==> src/rtl/layer_arb_pkg.sv <==
// Shared constants for the layer arbiter: config map, reset values, field widths.
package layer_arb_pkg;

    localparam int CFG_ADDR_W  = 2;
    localparam int CFG_DATA_W  = 16;
    localparam int PRIO_W      = 8;
    localparam int MAX_LAYERS  = 4;
    localparam int FRAME_CNT_W = 6;

    localparam logic [CFG_ADDR_W-1:0] ADDR_EN    = 2'd0;
    localparam logic [CFG_ADDR_W-1:0] ADDR_PRIO  = 2'd1;
    localparam logic [CFG_ADDR_W-1:0] ADDR_BG    = 2'd2;
    localparam logic [CFG_ADDR_W-1:0] ADDR_BLINK = 2'd3;

    localparam logic [PRIO_W-1:0] PRIO_RST = 8'hE4;

endpackage

==> src/rtl/layer_arb_cfg.sv <==
// Shadow/active config banks, write handshake, VS-fall commit, blink counter.
// Blink support is built only when LAYER_ARBITER_BLINK_EN is defined.
import layer_arb_pkg::*;

module layer_arb_cfg #(
    parameter int NUM_LAYERS = 4,
    parameter int COLOR_W    = 10
) (
    input  logic                  clk_i,
    input  logic                  rst_ni,
    input  logic                  vs_i,
    input  logic                  cfg_valid_i,
    input  logic [CFG_ADDR_W-1:0] cfg_addr_i,
    input  logic [CFG_DATA_W-1:0] cfg_data_i,
    output logic                  cfg_ready_o,
    output logic [NUM_LAYERS-1:0] en_o,
    output logic [PRIO_W-1:0]     prio_o,
    output logic [COLOR_W-1:0]    bg_o,
    output logic [NUM_LAYERS-1:0] hide_o
);

    logic vs_q;
    logic rdy_q;
    logic commit;
    logic wr;
    logic unused_data;

    logic [NUM_LAYERS-1:0] en_sq, en_aq;
    logic [PRIO_W-1:0]     prio_sq, prio_aq;
    logic [COLOR_W-1:0]    bg_sq, bg_aq;

    assign commit      = ~vs_i & vs_q;
    assign cfg_ready_o = rdy_q & ~commit;
    assign wr          = cfg_valid_i & cfg_ready_o;
    assign unused_data = ^cfg_data_i;

    always_ff @(posedge clk_i) begin
        if (!rst_ni) begin
            vs_q  <= 1'b0;
            rdy_q <= 1'b0;
        end else begin
            vs_q  <= vs_i;
            rdy_q <= 1'b1;
        end
    end

    // Writes and commits are mutually exclusive: ready drops in commit cycles.
    always_ff @(posedge clk_i) begin
        if (!rst_ni) begin
            en_sq   <= '1;
            prio_sq <= PRIO_RST;
            bg_sq   <= '1;
            en_aq   <= '1;
            prio_aq <= PRIO_RST;
            bg_aq   <= '1;
        end else begin
            if (wr) begin
                case (cfg_addr_i)
                    ADDR_EN:   en_sq   <= cfg_data_i[NUM_LAYERS-1:0];
                    ADDR_PRIO: prio_sq <= cfg_data_i[PRIO_W-1:0];
                    ADDR_BG:   bg_sq   <= cfg_data_i[COLOR_W-1:0];
                    default:   ;
                endcase
            end
            if (commit) begin
                en_aq   <= en_sq;
                prio_aq <= prio_sq;
                bg_aq   <= bg_sq;
            end
        end
    end

    assign en_o   = en_aq;
    assign prio_o = prio_aq;
    assign bg_o   = bg_aq;

`ifdef LAYER_ARBITER_BLINK_EN
    logic [NUM_LAYERS-1:0]  blink_sq, blink_aq;
    logic [FRAME_CNT_W-1:0] frame_q;

    always_ff @(posedge clk_i) begin
        if (!rst_ni) begin
            blink_sq <= '0;
            blink_aq <= '0;
            frame_q  <= '0;
        end else begin
            if (wr && cfg_addr_i == ADDR_BLINK)
                blink_sq <= cfg_data_i[NUM_LAYERS-1:0];
            if (commit) begin
                blink_aq <= blink_sq;
                frame_q  <= frame_q + 1'b1;
            end
        end
    end

    assign hide_o = frame_q[FRAME_CNT_W-1] ? blink_aq : '0;
`else
    assign hide_o = '0;
`endif

endmodule

==> src/rtl/layer_arbiter.sv <==
// Two-stage pixel pipeline choosing the highest-priority visible layer.
// Optional blink feature: define LAYER_ARBITER_BLINK_EN.
import layer_arb_pkg::*;

module layer_arbiter #(
    parameter int NUM_LAYERS = 4,
    parameter int COLOR_W    = 10
) (
    input  logic                          iCLK_27MHz,
    input  logic                          ireset_n,
    input  logic [NUM_LAYERS-1:0]         iLAYER_ON,
    input  logic [NUM_LAYERS*COLOR_W-1:0] iLAYER_RGB,
    input  logic                          iVGA_ACTIVE,
    input  logic                          iVGA_HS,
    input  logic                          iVGA_VS,
    input  logic                          iCFG_VALID,
    input  logic [CFG_ADDR_W-1:0]         iCFG_ADDR,
    input  logic [CFG_DATA_W-1:0]         iCFG_DATA,
    output logic                          oCFG_READY,
    output logic [COLOR_W-1:0]            oVGA_R,
    output logic [COLOR_W-1:0]            oVGA_G,
    output logic [COLOR_W-1:0]            oVGA_B,
    output logic                          oVGA_ACTIVE,
    output logic                          oVGA_HS,
    output logic                          oVGA_VS,
    output logic [NUM_LAYERS-1:0]         oLAYER_HIT
);

    logic [NUM_LAYERS-1:0] en, hide;
    logic [PRIO_W-1:0]     prio;
    logic [COLOR_W-1:0]    bg;

    layer_arb_cfg #(
        .NUM_LAYERS(NUM_LAYERS),
        .COLOR_W   (COLOR_W)
    ) u_cfg (
        .clk_i      (iCLK_27MHz),
        .rst_ni     (ireset_n),
        .vs_i       (iVGA_VS),
        .cfg_valid_i(iCFG_VALID),
        .cfg_addr_i (iCFG_ADDR),
        .cfg_data_i (iCFG_DATA),
        .cfg_ready_o(oCFG_READY),
        .en_o       (en),
        .prio_o     (prio),
        .bg_o       (bg),
        .hide_o     (hide)
    );

    logic [NUM_LAYERS-1:0]         on_q;
    logic [NUM_LAYERS*COLOR_W-1:0] rgb_q;
    logic                          act_q, hs_q, vs_q;

    logic [COLOR_W-1:0]    pix_d, pix_q;
    logic [NUM_LAYERS-1:0] hit_d, hit_q;
    logic                  act2_q, hs2_q, vs2_q;

    logic [MAX_LAYERS-1:0] elig;
    logic [MAX_LAYERS-1:0] hit4;
    logic [COLOR_W-1:0]    lay [MAX_LAYERS];
    logic [1:0]            idx, win;
    logic                  found;

    // Padding to MAX_LAYERS makes out-of-range rank indices never eligible.
    always_comb begin
        elig = '0;
        elig[NUM_LAYERS-1:0] = en & on_q & ~hide;
        for (int k = 0; k < MAX_LAYERS; k++) lay[k] = '0;
        for (int k = 0; k < NUM_LAYERS; k++) lay[k] = rgb_q[k*COLOR_W +: COLOR_W];
        found = 1'b0;
        win   = '0;
        idx   = '0;
        for (int r = 0; r < MAX_LAYERS; r++) begin
            idx = prio[2*r +: 2];
            if (!found && elig[idx]) begin
                found = 1'b1;
                win   = idx;
            end
        end
        hit4  = found ? (4'b0001 << win) : 4'b0000;
        pix_d = found ? lay[win] : bg;
        hit_d = hit4[NUM_LAYERS-1:0];
        if (!act_q) begin
            pix_d = '0;
            hit_d = '0;
        end
    end

    always_ff @(posedge iCLK_27MHz) begin
        if (!ireset_n) begin
            on_q   <= '0;
            rgb_q  <= '0;
            act_q  <= 1'b0;
            hs_q   <= 1'b0;
            vs_q   <= 1'b0;
            pix_q  <= '0;
            hit_q  <= '0;
            act2_q <= 1'b0;
            hs2_q  <= 1'b0;
            vs2_q  <= 1'b0;
        end else begin
            on_q   <= iLAYER_ON;
            rgb_q  <= iLAYER_RGB;
            act_q  <= iVGA_ACTIVE;
            hs_q   <= iVGA_HS;
            vs_q   <= iVGA_VS;
            pix_q  <= pix_d;
            hit_q  <= hit_d;
            act2_q <= act_q;
            hs2_q  <= hs_q;
            vs2_q  <= vs_q;
        end
    end

    assign oVGA_R      = pix_q;
    assign oVGA_G      = pix_q;
    assign oVGA_B      = pix_q;
    assign oLAYER_HIT  = hit_q;
    assign oVGA_ACTIVE = act2_q;
    assign oVGA_HS     = hs2_q;
    assign oVGA_VS     = vs2_q;

endmodule

==> config.mk <==
export PLATFORM = sky130hd
export DESIGN_NAME = layer_arbiter
export DESIGN_NICKNAME = d
export VERILOG_FILES = /design/src/rtl/layer_arb_pkg.sv /design/src/rtl/layer_arb_cfg.sv /design/src/rtl/layer_arbiter.sv
export SDC_FILE = /design/constraint.sdc
export NUM_CORES = 1
export LEC_CHECK = 0
export BUFFER_PORTS_ARGS = -buffer_cell sky130_fd_sc_hd__buf_2
export CAP_MARGIN = 5
export CORE_AREA = 2 2 95 97
export CTS_CLUSTER_SIZE = 12
export DETAILED_ROUTE_END_ITERATION = 7
export DIE_AREA = 0 0 97 99
export PLACE_DENSITY = 0.77
export SLEW_MARGIN = 20
export SYNTH_ARGS = -nofsm -noshare
export SYNTH_HDL_FRONTEND = slang
export SYNTH_HIERARCHICAL = 1
export SYNTH_SLANG_ARGS = --single-unit
==> constraint.sdc <==
create_clock -name iCLK_27MHz -period 2.56 [get_ports iCLK_27MHz]
set_input_delay 0.256 -clock iCLK_27MHz [delete_from_list [all_inputs] [get_ports iCLK_27MHz]]
set_output_delay 0.256 -clock iCLK_27MHz [all_outputs]
set_load 0.01 [all_outputs]
### After elaboration in Yosys (flattened, before gate mapping)

Cells that the tools add are included.

* flip-flop bits (word level): 109
* latch bits: 0
* memory bits (writable): 0
* memory bits (read-only): 0
* input port bits: 68
* output and inout port bits: 38
* word-level logic and storage cells: 65
* memories: 0

* add/subtract/negate cells: 0
* $mul: 0
* divide/modulo/power cells: 0
* order comparisons: 5
* eq/ne operators: 2
* shift-type cells: 1
* multiplexer cells: 21
* bitwise gates (word level): 7
* reduce and logical (&&, ||, !) cells: 12

Operators with widths (number)
* two-way mux 10 bit: 3
* binary-select mux 10 bit (select 2 bit): 1
* less-than comparator 2 x 3 -> 1 bit, second input constant: 4
* two-way mux 1 bit: 9
* binary-select mux 1 bit (select 2 bit): 4
* two-way mux 2 bit: 4
* AND reduction 2 bit: 4
* AND 4 bit: 1
* << shifter 1 x 2 -> 4 bit, first input constant: 1
* AND 1 bit: 3
* greater-or-equal comparator 3 bit, second input constant: 1
* logical AND 1 bit: 3
* zero test 1 bit: 3
* inverter 2 -> 3 bit: 1
* AND reduction 3 bit: 1
* == test 2 x 1 -> 1 bit, second input constant: 1
* == test 2 bit, second input constant: 1
* zero test 2 bit: 1
* inverter 1 bit: 2

### Depth between registers and ports, before layout

* depth in word-level cells: 18
* depth in mapped cells: 10
* gate-level depth less buffers: 7

### Hierarchy

The synthesis kept the hierarchy.

Modules (own cells, without submodules)
* layer_arbiter: instances 1, cells an instance 242, area each 2590.0 µm², seq. area each 1281.2 µm²
* layer_arb_cfg: instances 1, cells an instance 198, area each 1809.2 µm², seq. area each 920.9 µm²

### Worst setup path before layout

Ideal clock, no wire load.

* kind: reg2reg
* start: reg u_cfg.en_aq[3], in the netlist u_cfg/en_o[3]
* end: reg pix_q[0], in the netlist oVGA_B[0]
* setup time: 0.133 ns
* data arrival time: 1.938 ns
* required time: 2.427 ns
* slack: 0.489 ns
* stages on the path, launching flop included: 9
* buffers on the path: 1
* period minus slack after synthesis: 2.071 ns
* cell sequence: dfxtp_1 > nand3b_4 > mux4_2 > o21ai_2 > nand2b_1 > mux2_2 > nand2_1 > buf_2 > o221ai_1

* longest elaborated chain between the ends: 18
* elaborated cells between the ends (all ways): 28
* those cells by class: mux (20); bitwise (2); reduce/logical (6)

Ends and longest elaborated chain
* from (decl): RTL line layer_arb_cfg.sv:28 `logic [NUM_LAYERS-1:0] en_sq, en_aq;`
* from (signal assigned): RTL line layer_arb_cfg.sv:66 `en_aq <= en_sq;`
* AND 4 bit (*): RTL line layer_arbiter.sv:67 `elig[NUM_LAYERS-1:0] = en & on_q & ~hide;`
* binary-select mux 1 bit (select 2 bit): RTL line layer_arbiter.sv:75 `if (!found && elig[idx]) begin`
* two-way mux 1 bit (implied by the code): RTL line layer_arbiter.sv:75
* two-way mux 1 bit: RTL line layer_arbiter.sv:75
* zero test 1 bit: RTL line layer_arbiter.sv:75
* logical AND 1 bit: RTL line layer_arbiter.sv:75
* two-way mux 1 bit: RTL line layer_arbiter.sv:75
* zero test 1 bit: RTL line layer_arbiter.sv:75
* logical AND 1 bit: RTL line layer_arbiter.sv:75
* two-way mux 1 bit: RTL line layer_arbiter.sv:75
* zero test 1 bit: RTL line layer_arbiter.sv:75
* logical AND 1 bit: RTL line layer_arbiter.sv:75
* two-way mux 2 bit: RTL line layer_arbiter.sv:75
* inverter 2 -> 3 bit (implied by the code): RTL line layer_arbiter.sv:81 `pix_d = found ? lay[win] : bg;`
* binary-select mux 10 bit (select 2 bit): RTL line layer_arbiter.sv:81
* two-way mux 10 bit (implied by the code) (2 in a row): RTL line layer_arbiter.sv:81
* two-way mux 10 bit (*): RTL line layer_arbiter.sv:81
* to (signal assigned): RTL line layer_arbiter.sv:107 `pix_q <= pix_d;`
* to (decl): RTL line layer_arbiter.sv:54 `logic [COLOR_W-1:0] pix_d, pix_q;`

Mark *: on every way between the ends. The rest lies on a longest branch, timed or not. The select of a mux whose other input is x is not followed.
A chain may end at the register's enable or synchronous reset.

### Final worst setup path

* start: reg u_cfg.en_aq[2], in the netlist u_cfg/en_o[2]
* end: reg pix_q[8], in the netlist oVGA_B[8]

The elaborated chain is that of the path after synthesis.

==> flow_summary_export.csv <==
group,metric,value,unit
outcome,status,"complete, no violations",
critical_path,cp_num_buf_inv,0,
pwr,clock_power_share,31.2,%
timing,post-route-min-period,2.41,ns
timing,clock_skew,0.0121,ns
synthesis,ys_seq_elements,110,
floorplanning,initial_core_util,51.4,%
critical_path,critPathCapture,"oVGA_B[8]",
synthesis,synth_warnings,6,
critical_path,rrSetupSlack,0.15,ns
routing,drt-initial-drc-count,121,
place,io_buffers,99,
global_route,grt_most_used_layer,"met2",
synthesis,synth_top_cell_area_share,50.1,%
timing,tns,0,ns
global_route,grt_pass1_wl,13.6,mm
synthesis,synthCells,440,
critical_path,cp.arrival,2.63,ns
synthesis,synth_edf_count,0,
final_layout,final_core_util,58.4,%
run,maxCapViolCount,0,
routing,viasPerCell,5.07,
global_route,overflow,0,
pwr,pwr-share-seq,57.8,%
critical_path,rr_endpoint,"oVGA_B[8]",
global_route,antenna_found_initial,0,
clocking,path_clk_slew,0.11,ns
critical_path,worstSetupEndpointType,"register",
global_route,grt_max_degree,70,
final_layout,n_antenna_cell,0,
floorplanning,rows,34,
clocking,cts_root_buf,"clkbuf_8",
timing,report.final.slew_viol_count,0,
floorplanning,die_x,97,µm
critical_path,critPathKind,"register to register",
critical_path,path_cells,"nand3b_1 > mux4_2 > o21ai_2 > nand2b_1 > mux2_2 > nand2_1 > o221ai_1",
routing,num_vias,3161,
timing,period_share,94.2,%
global_route,grt_use_met2,30.7,%
timing,setup_violations,0,
global_route,use_met1,20.8,%
clocking,clock_path_buffers,2,
final_layout,final_cell_mix,"dfxtp_1 (110), buf_2 (99), nand2_1 (70)",
pwr,p_leak,0.00227,µW
critical_path,rr_startpoint,"u_cfg/en_o[2]",
global_route,grt_pass1_vias,3009,
clocking,cts_buffers,9,
synthesis,ys_top_cells_by_area,"dfxtp_1 (50%), mux2i_1 (11%), and2_1 (7.4%)",
pwr,p_sw,806,µW
routing,wl_per_cell,13.4,µm
timing,tightest_slew,0.712,ns
routing,first_pass_iters,4,
hold_path,hp-class,"input port to register",
critical_path,reg2regPathDepth,7,
routing,drt.antenna.violating_nets,0,
critical_path,cpPeakStageDelay,0.55,ns
routing,routed_wirelength,8.38,mm
synthesis,ys.flop_type,"dfxtp_1",
place,dpl.hpwl,6.23,mm
pwr,finalPower,3150,µW
clocking,hold_buffers,0,
floorplanning,die_h,99,µm
synthesis,yosysTopAreaCell,"dfxtp_1",
global_route,grt_use_met3,2.98,%
clocking,postCtsSetupRepairBufs,0,
floorplanning,die-area,9600,µm²
clocking,cts_repair_resize_count,0,
critical_path,startpoint_type,"register",
floorplanning,io_pins,106,
pwr,switching_share,25.6,%
pwr,ir_drop,326,µV
critical_path,slowest_stage,"mux4_2",
critical_path,startpoint,"u_cfg/en_o[2]",
pwr,intPower,2350,µW
synthesis,synth-async-reset-ratio,0,%
critical_path,crit_fanout,11,
final_layout,area_growth,13.5,%
clocking,clkLatencyLatePin,0.36,ns
timing,max_slew_margin,52.4,%
floorplanning,fp.coreArea,8550,µm²
final_layout,layout_commonest_cell,"dfxtp_1",
timing,hold_viol_final,0,
place,place_congestion,0.780,
synthesis,syn_area_per_cell,10.0,µm²
pwr,p_per_area,631,nW/µm²
synthesis,netlist_area,4400,µm²
synthesis,synth_cell_types,41,
final_layout,drive_gt1_share,25.4,%
timing,max_freq,414,MHz
clocking,ctsHtreeMaxLevel,3,
critical_path,required,2.78,ns
clocking,cts.sinks,110,
synthesis,ys_seq_area_share,50.1,%
final_layout,nets,579,
critical_path,cp_top_family,"multiplexers",
critical_path,path_depth,7,
timing,grt_setup_unrepaired,"no",
clocking,cts_tree,"yes",
hold_path,min_path_cells,2,
routing,drc,0,
pwr,power_frac_comb,11.0,%
global_route,track_usage,17.5,%
kinds of logic (layout without fill, tap and decap cells):
logic type | count (synthesis) | after routing | share of synthesized area [%]
AOI/OAI and AO/OA | 30 | 30 | 5.23
buffers and inverters | 50 | 123 | 7.37
DFF | 110 | 110 | 50.1
muxes | 51 | 51 | 12.2
other | 1 | 4 | 0.0852
and+or+nand+nor | 198 | 198 | 25.1
per-layer routing:
metal	vias up	routed length (µm)
li1	1588	-
met1	1479	3640
met2	78	4270
met3	16	305
met4	0	173
met5	-	0
worst min-delay path by stage:
stage	from	endpoint	slack (ns)
after floorplan	ireset_n	u_cfg/rdy_q	0.28
after global placement	hs_q	oVGA_HS	0.42
after detailed placement	vs_q	oVGA_VS	0.42
after CTS	iLAYER_RGB[23]	rgb_q[23]	0.07
after global routing	iLAYER_RGB[23]	rgb_q[23]	0.07
final	iLAYER_RGB[23]	rgb_q[23]	0.09
power by group through the flow:
stage          Sequential (µW)  Combinational (µW)  Clock, µW
2_1_floorplan             1860                 259          0
3_3_place_gp              1860                 343          0
3_5_place_dp              1860                 350          0
4_1_cts                   1820                 351       1010
5_1_grt                   1830                 381       1070
6_report                  1820                 347        984
Yosys cell counts, drive strengths merged, types with 2 or more instances:
library cell / instances
dfxtp: 110
a21boi: 4
a21oi: 2
and3: 3
mux4: 2
and2: 52
nor2b: 29
mux2i: 48
buf: 33
nor4b: 2
inv: 2
nand2b: 2
nand3: 19
nand3b: 4
and3b: 4
o21ai: 7
nand2: 70
clkbuf: 15
nor2: 6
o221ai: 10
nor4bb: 2
through the flow:
step | instance area [µm²] | hold WS, ns | setup WS [ns] | instances
2_1_floorplan | 4410 | 0.284 | 0.489 | 443
3_3_place_gp | 4800 | 0.421 | 0.242 | 608
3_5_place_dp | 4800 | 0.421 | 0.147 | 608
4_1_cts | 4990 | 0.0717 | 0.137 | 624
5_1_grt | 4990 | 0.0719 | 0.0140 | 624
6_report | 4990 | 0.0911 | 0.147 | 624
worst reg2reg max path, stage by stage (launching register included):
cell and delay, ns:
dfxtp_1 0.36, nand3b_1 0.18, mux4_2 0.55, o21ai_2 0.11, nand2b_1 0.19, mux2_2 0.36, nand2_1 0.32, o221ai_1 0.20
registers in the layout (all words and copies together) (netlist names):
register	count
rgb_q	40
oVGA_B	10
u_cfg/bg_o	10
u_cfg/bg_sq	10
u_cfg/prio_o	8
u_cfg/prio_sq	8
oLAYER_HIT	4
on_q	4
u_cfg/en_o	4
u_cfg/en_sq	4
act_q	1
hs_q	1
oVGA_ACTIVE	1
oVGA_HS	1
oVGA_VS	1
u_cfg/rdy_q	1
u_cfg/vs_q	1
vs_q	1
cell type report:
class                   count  area [µm²]
clock buffers              10         128
fillers                   748        3560
repair buffers            105         566
inverters                   2        7.51
clock inverters             6        65.1
well taps                 108         135
multi-input cells         283        1890
flip-flops and latches    110        2200
No activity file was read; power rests on OpenSTA's default activity.
